`src/rtl/rank_filter_pkg.sv`:
```
// Shared constants for the 3x3 rank filter: mode encodings and parameter defaults.
package rank_filter_pkg;

  localparam int DEF_DATA_W    = 8;
  localparam int DEF_CH        = 3;
  localparam int DEF_PIC_WIDTH = 250;

  localparam logic [1:0] MODE_MED = 2'd0;
  localparam logic [1:0] MODE_MIN = 2'd1;
  localparam logic [1:0] MODE_MAX = 2'd2;
  localparam logic [1:0] MODE_BYP = 2'd3;

endpackage

```
`src/rtl/sort3_unit.sv`:
```
// Combinational unsigned sort of three values into lo/mid/hi.
module sort3_unit
  import rank_filter_pkg::*;
#(
  parameter int DATA_W = DEF_DATA_W
) (
  input  logic [DATA_W-1:0] a,
  input  logic [DATA_W-1:0] b,
  input  logic [DATA_W-1:0] c,
  output logic [DATA_W-1:0] lo,
  output logic [DATA_W-1:0] mid,
  output logic [DATA_W-1:0] hi
);

  logic [DATA_W-1:0] ab_lo, ab_hi;

  always_comb begin
    ab_lo = (a < b) ? a : b;
    ab_hi = (a < b) ? b : a;
    lo    = (ab_lo < c) ? ab_lo : c;
    hi    = (ab_hi > c) ? ab_hi : c;
    if (c < ab_lo)
      mid = ab_lo;
    else if (c > ab_hi)
      mid = ab_hi;
    else
      mid = c;
  end

endmodule

```
`src/rtl/rank_filter_3x3.sv`:
```
// 3x3 per-channel rank filter (median/min/max/bypass), three-stage pipeline.
// Output k is centred on image column k-1; the first two columns of a line pass the centre pixel.
module rank_filter_3x3
  import rank_filter_pkg::*;
#(
  parameter int PIC_WIDTH = DEF_PIC_WIDTH,
  parameter int DATA_W    = DEF_DATA_W,
  parameter int CH        = DEF_CH
) (
  input  logic                 clk,
  input  logic                 rst_n,
  input  logic                 valid_in,
  input  logic                 sol,
  input  logic [1:0]           mode,
  input  logic [CH*DATA_W-1:0] din1,
  input  logic [CH*DATA_W-1:0] din2,
  input  logic [CH*DATA_W-1:0] din3,
  output logic [CH*DATA_W-1:0] dout,
  output logic                 valid_out
);

  localparam int PW    = CH * DATA_W;
  localparam int COL_W = $clog2(PIC_WIDTH);
  localparam logic [COL_W-1:0] COL_LAST = COL_W'(PIC_WIDTH - 1);

  logic [COL_W-1:0]   col, col_cur, col_nxt;
  logic [PW-1:0]      n_lo, n_mid, n_hi;
  logic [2:0][PW-1:0] s_lo, s_mid, s_hi;
  logic [PW-1:0]      win_ctr;
  logic               v1, bord1, v2, bord2;
  logic [1:0]         mode1, mode2;
  logic [PW-1:0]      ctr1, ctr2;
  logic [PW-1:0]      mxmin_c, mdmid_c, mnmax_c, gmin_c, gmax_c;
  logic [PW-1:0]      mxmin2, mdmid2, mnmax2, gmin2, gmax2;
  logic [PW-1:0]      med_c, dout_nxt;

  // Index 0 of s_* is the newest column; channels never compare across their slice.
  for (genvar g = 0; g < CH; g++) begin : g_ch
    localparam int LSB = g * DATA_W;
    logic [DATA_W-1:0] lo_mid, mid_lo, mid_hi, hi_mid, med_lo, med_hi;

    sort3_unit #(.DATA_W(DATA_W)) u_col (
      .a(din1[LSB +: DATA_W]), .b(din2[LSB +: DATA_W]), .c(din3[LSB +: DATA_W]),
      .lo(n_lo[LSB +: DATA_W]), .mid(n_mid[LSB +: DATA_W]), .hi(n_hi[LSB +: DATA_W])
    );
    sort3_unit #(.DATA_W(DATA_W)) u_lo (
      .a(s_lo[0][LSB +: DATA_W]), .b(s_lo[1][LSB +: DATA_W]), .c(s_lo[2][LSB +: DATA_W]),
      .lo(gmin_c[LSB +: DATA_W]), .mid(lo_mid), .hi(mxmin_c[LSB +: DATA_W])
    );
    sort3_unit #(.DATA_W(DATA_W)) u_mid (
      .a(s_mid[0][LSB +: DATA_W]), .b(s_mid[1][LSB +: DATA_W]), .c(s_mid[2][LSB +: DATA_W]),
      .lo(mid_lo), .mid(mdmid_c[LSB +: DATA_W]), .hi(mid_hi)
    );
    sort3_unit #(.DATA_W(DATA_W)) u_hi (
      .a(s_hi[0][LSB +: DATA_W]), .b(s_hi[1][LSB +: DATA_W]), .c(s_hi[2][LSB +: DATA_W]),
      .lo(mnmax_c[LSB +: DATA_W]), .mid(hi_mid), .hi(gmax_c[LSB +: DATA_W])
    );
    sort3_unit #(.DATA_W(DATA_W)) u_med (
      .a(mxmin2[LSB +: DATA_W]), .b(mdmid2[LSB +: DATA_W]), .c(mnmax2[LSB +: DATA_W]),
      .lo(med_lo), .mid(med_c[LSB +: DATA_W]), .hi(med_hi)
    );
  end

  always_comb begin
    col_cur  = sol ? '0 : col;
    col_nxt  = (col_cur == COL_LAST) ? '0 : col_cur + COL_W'(1);
    dout_nxt = ctr2;
    if (!bord2) begin
      case (mode2)
        MODE_MED: dout_nxt = med_c;
        MODE_MIN: dout_nxt = gmin2;
        MODE_MAX: dout_nxt = gmax2;
        default:  dout_nxt = ctr2;
      endcase
    end
  end

  always_ff @(posedge clk) begin
    if (!rst_n) begin
      col       <= '0;
      s_lo      <= '0;
      s_mid     <= '0;
      s_hi      <= '0;
      win_ctr   <= '0;
      v1        <= 1'b0;
      bord1     <= 1'b0;
      mode1     <= '0;
      ctr1      <= '0;
      v2        <= 1'b0;
      bord2     <= 1'b0;
      mode2     <= '0;
      ctr2      <= '0;
      mxmin2    <= '0;
      mdmid2    <= '0;
      mnmax2    <= '0;
      gmin2     <= '0;
      gmax2     <= '0;
      dout      <= '0;
      valid_out <= 1'b0;
    end else begin
      v1 <= valid_in;
      if (valid_in) begin
        col     <= col_nxt;
        s_lo    <= {s_lo[1:0], n_lo};
        s_mid   <= {s_mid[1:0], n_mid};
        s_hi    <= {s_hi[1:0], n_hi};
        win_ctr <= din2;
        ctr1    <= win_ctr;
        mode1   <= mode;
        bord1   <= (col_cur < COL_W'(2));
      end
      // Later stages run every cycle so accepted pixels drain during input gaps.
      v2        <= v1;
      bord2     <= bord1;
      mode2     <= mode1;
      ctr2      <= ctr1;
      mxmin2    <= mxmin_c;
      mdmid2    <= mdmid_c;
      mnmax2    <= mnmax_c;
      gmin2     <= gmin_c;
      gmax2     <= gmax_c;
      valid_out <= v2;
      if (v2)
        dout <= dout_nxt;
    end
  end

endmodule

```
`config.mk`:
```
export PLATFORM = sky130hd
export DESIGN_NAME = rank_filter_3x3
export DESIGN_NICKNAME = d
export VERILOG_FILES = /design/src/rtl/rank_filter_pkg.sv /design/src/rtl/sort3_unit.sv /design/src/rtl/rank_filter_3x3.sv
export SDC_FILE = /design/constraint.sdc
export NUM_CORES = 1
export LEC_CHECK = 0
export CAP_MARGIN = 20
export CELL_PAD_IN_SITES_DETAIL_PLACEMENT = 2
export CELL_PAD_IN_SITES_GLOBAL_PLACEMENT = 2
export CORE_MARGIN = 8
export CORE_UTILIZATION = 35
export DETAILED_ROUTE_END_ITERATION = 10
export HOLD_SLACK_MARGIN = 0.03
export PLACE_DENSITY = 0.72
export REMOVE_ABC_BUFFERS = 1
export SYNTH_ARGS = -nofsm -noshare
export SYNTH_HDL_FRONTEND = slang
export SYNTH_SLANG_ARGS = --single-unit
```
`constraint.sdc`:
```
create_clock -name clk -period 6 [get_ports clk]
set_input_delay 1.2 -clock clk [delete_from_list [all_inputs] [get_ports clk]]
set_output_delay 1.2 -clock clk [all_outputs]
set_load 0.01 [all_outputs]
```
==> summary.txt <==
Pwr
  • Peak VDD IR: around 0.27 mV
  • Power Density: 445.4 nW/µm²
  • Leakage: ~14 nW

Worst setup path
  • End of the critical path: s_mid[17]
  • WS Path Type: input pin to register
  • Crit Path Max Fanout: 16
  • R2R cell count: 15
  • Worst setup SP type: input pin
  • R2R Setup Slk: a little under 0.8 ns
  • FF-to-FF Start: s_hi[29]
  • Crit path DAT: 5.92 ns
  • CP required: around 6.5 ns
  • Worst r2r dst: gmax2[0]
  • Setup crit end kind: register
  • Crit path launch: din2[20]

Flow run
  • Max-cap violations: 0

Timing
  • Final hold vios: 0
  • Worst rel slew slack: approximately 27%
  • Total negative slack: 0 ns
  • RSZ-0062 raised after global routing: no
  • Max frequency: approximately 0.18 GHz
  • Min cycle time layout: between 5 and 6 ns
  • Period utilisation layout: around nine tenths
  • Skew final: around 0.023 ns
  • Final Max Slew Viols: 0
  • Final setup fails: 0
  • Worst-margin pin slew: roughly 1.1 ns

Floorplanning
  • Core area: between 80,000 and 90,000 µm²
  • Initial Utilization: between 30% and 40%
  • Die Y: around 300 µm
  • Rows: around 110
  • IO Count: a little over 100
  • Die Width: roughly 300 µm
  • Die footprint: ~91,000 µm²

Final layout
  • Nets@finish: roughly 3,700
  • Fillers: around 8,800
  • Layout cell share with drive strength beyond 1: approximately 9.8%
  • Commonest cells after routing, fill and taps aside: dfxtp_1, nor2_1, mux2i_1, ha_1, inv_1
  • Layout Area Growth over Synthesis: 14.43%
  • Commonest non-fill, non-tap cell in the layout: dfxtp_1
  • Fin cells: about 4,400

CTS
  • Reg clk slew, reported paths: around 0.060 ns
  • CTS buffer count: 55
  • # hold bufs at CTS: 0
  • Root buffer cell: clkbuf_16
  • CTS max path bufs: 3
  • CTS tree: yes
  • Cts repair resizes: 0
  • Worst skew pair latency: between 0.6 and 0.7 ns
  • Postcts setup bufs: 0
  • Htree depth: 2
  • Clk sink count: ~450

Global route
  • GRT Total Usage: between 20% and 30%
  • Largest net degree at the start of global routing: about 160
  • Initial antenna violation count: 2
  • Grt ovf: 0
  • Wire length of the first global-routing pass: between 150,000 and 200,000 µm
  • Vias in the first global route: approximately 27,000

Yosys
  • Primary FF master, synth: dfxtp_1
  • FF+latch count, synth: ~450
  • Mapped cell area: approximately 29,000 µm²
  • Sequential-to-total area share from yosys stat: 31.33%
  • Async set-reset flop share out of synthesis: 0%
  • Syn Inst Count: ~3,200
  • Mean post-synth cell area: ~9 µm²
  • Number of synthesized flops with an enable pin: 0
  • Ys Warns: 0
  • Synth unique cells: between 80 and 90

Drt
  • Final wirelength: between 100,000 and 150,000 µm
  • Via count: approximately 25,000
  • Routed vias/inst: about 5.6
  • Drt initial violations: 909
  • First-pass DRT Iterations: 4
  • WL/cell: 23.30 µm
  • Drt drc: 0
  • Post-DRT Antenna Nets: 0

Placement
  • Dpl hpwl: a little under 80,000 µm
  • Port Buffers: 102
  • Gpl congestion: ~0.89
  • Placed cell count: approximately 4,300

Hold path
  • Hold Startpoint: v1
  • Hold Crit Depth: 1
  • Min-Delay Path Class: register to register

Status
  • Outcome: finished, final reports clean
cells in the mapped netlist, drive strengths merged (4+ instances only):
master | n | share of area (%)
a311oi | 4 | 0.25
a221oi | 27 | 0.82
o311ai | 11 | 0.46
a21o | 47 | 1.2
a21oi | 148 | 2.7
and3 | 31 | 0.68
nand2 | 126 | 1.6
o21a | 48 | 1.3
o31ai | 26 | 0.70
or3 | 49 | 1.1
o211a | 4 | 0.14
ha | 335 | 15
a211o | 19 | 0.58
dfxtp | 449 | 31
nor3 | 29 | 0.51
a31oi | 30 | 0.72
a211oi | 30 | 0.78
o221ai | 26 | 0.79
nand3 | 26 | 0.45
o22ai | 23 | 0.50
nor2 | 369 | 5.0
and4 | 7 | 0.21
o41ai | 16 | 0.49
o211ai | 31 | 0.81
nand4 | 36 | 0.86
or2 | 7 | 0.15
a221o | 27 | 0.94
a31o | 27 | 0.82
buf | 47 | 0.86
and2 | 40 | 0.87
inv | 232 | 3.0
clkbuf | 99 | 1.3
nand3b | 43 | 1.1
mux2i | 361 | 13
nor4 | 8 | 0.28
nand2b | 25 | 0.57
o21bai | 4 | 0.10
mux2 | 106 | 4.2
a2111oi | 8 | 0.38
o21ai | 142 | 2.5
o2111ai | 4 | 0.12
nor2b | 38 | 0.83
per-stage QoR:
stage / hold WS (ns) / utilization (%) / setup slack, ns / total power, mW / cell area (µm²)
2_1_floorplan: 0.4118 / - / 0.7684 / 8.738 / 28070
3_3_place_gp: 0.4214 / 37.74 / 0.2301 / 10.55 / 30790
3_5_place_dp: 0.4295 / 37.75 / 0.07498 / 10.94 / 30800
4_1_cts: 0.4435 / 40.18 / 0.6570 / 14.68 / 32780
5_1_grt: 0.4670 / 40.24 / 0.2120 / 15.57 / 32830
6_report: 0.4378 / 40.24 / 0.5373 / 14.62 / 32830
critical path, cell delays in order:
cell             delay (ns)
clkdlybuf4s50_1        0.62
inv_1                  0.12
ha_1                   0.30
o21ai_0                0.18
a21oi_1                0.10
nor2_1                 0.39
or2_2                  0.42
o21ai_0                0.19
ha_1                   0.31
nor2b_1                0.13
o211ai_1               0.16
a21boi_0               0.16
o21ai_1                0.52
nand2_1                0.48
o311ai_0               0.47
o41ai_1                0.15
layer usage:
layer / part of all wire [%] / GRT usage (%) / vias to the layer above
li1: - / - / 11750
met5: 0.013 / 0 / -
met1: 45 / 27.11 / 12310
met3: 2.3 / 2.346 / 159
met4: 3.1 / 6.989 / 2
met2: 49 / 39.34 / 296
how the worst min path moves through the flow:
| stage | endpoint | slack [ns] |
|---|---|---|
| floorplan | v2 | 0.41 |
| global placement | v2 | 0.42 |
| detailed placement | v2 | 0.43 |
| CTS | v2 | 0.44 |
| global route | v2 | 0.47 |
| finish | v2 | 0.44 |
logic make-up (layout without fill, tap and decap cells):
kind of cell	after synthesis	count (layout)	share of synthesized area, %
and+or+nand+nor	843	843	14.50
AOI/OAI and AO/OA	716	716	17.56
DFF	449	449	31.33
buffers and inverters	378	486	5.198
muxes	467	467	16.81
other	0	2	0
adders and majority gates	335	335	14.61
power by group:
| part | switching [mW] | internal, mW | total (mW) |
|---|---|---|---|
| clock network | 1.45 | 2.17 | 3.62 |
| registers | 0.426 | 3.35 | 3.77 |
| logic | 4.26 | 2.97 | 7.23 |
area by class of cell:
class                           count  area [µm²]  share of cell area (%)
Antenna cell                        2       5.005                 0.01524
Clock buffer                       73        1575                   4.798
Clock inverter                     31       406.6                   1.239
Inverter                          232       878.3                   2.675
Multi-Input combinational cell   2361       18240                   55.54
Sequential cell                   449        8989                   27.38
Tap cell                         1070        1339                   4.078
Timing Repair Buffer              150        1404                   4.276
state kept, by name (all words and copies together), names as in the netlist, 2 cells and up:
signal,count
s_hi,72
mdmid2,24
gmax2,24
mode1,2
ctr1,24
gmin2,24
s_mid,72
win_ctr,24
dout,24
s_lo,72
mnmax2,24
col,8
mxmin2,24
ctr2,24
mode2,2
No activity file was read; power rests on OpenSTA's default activity.
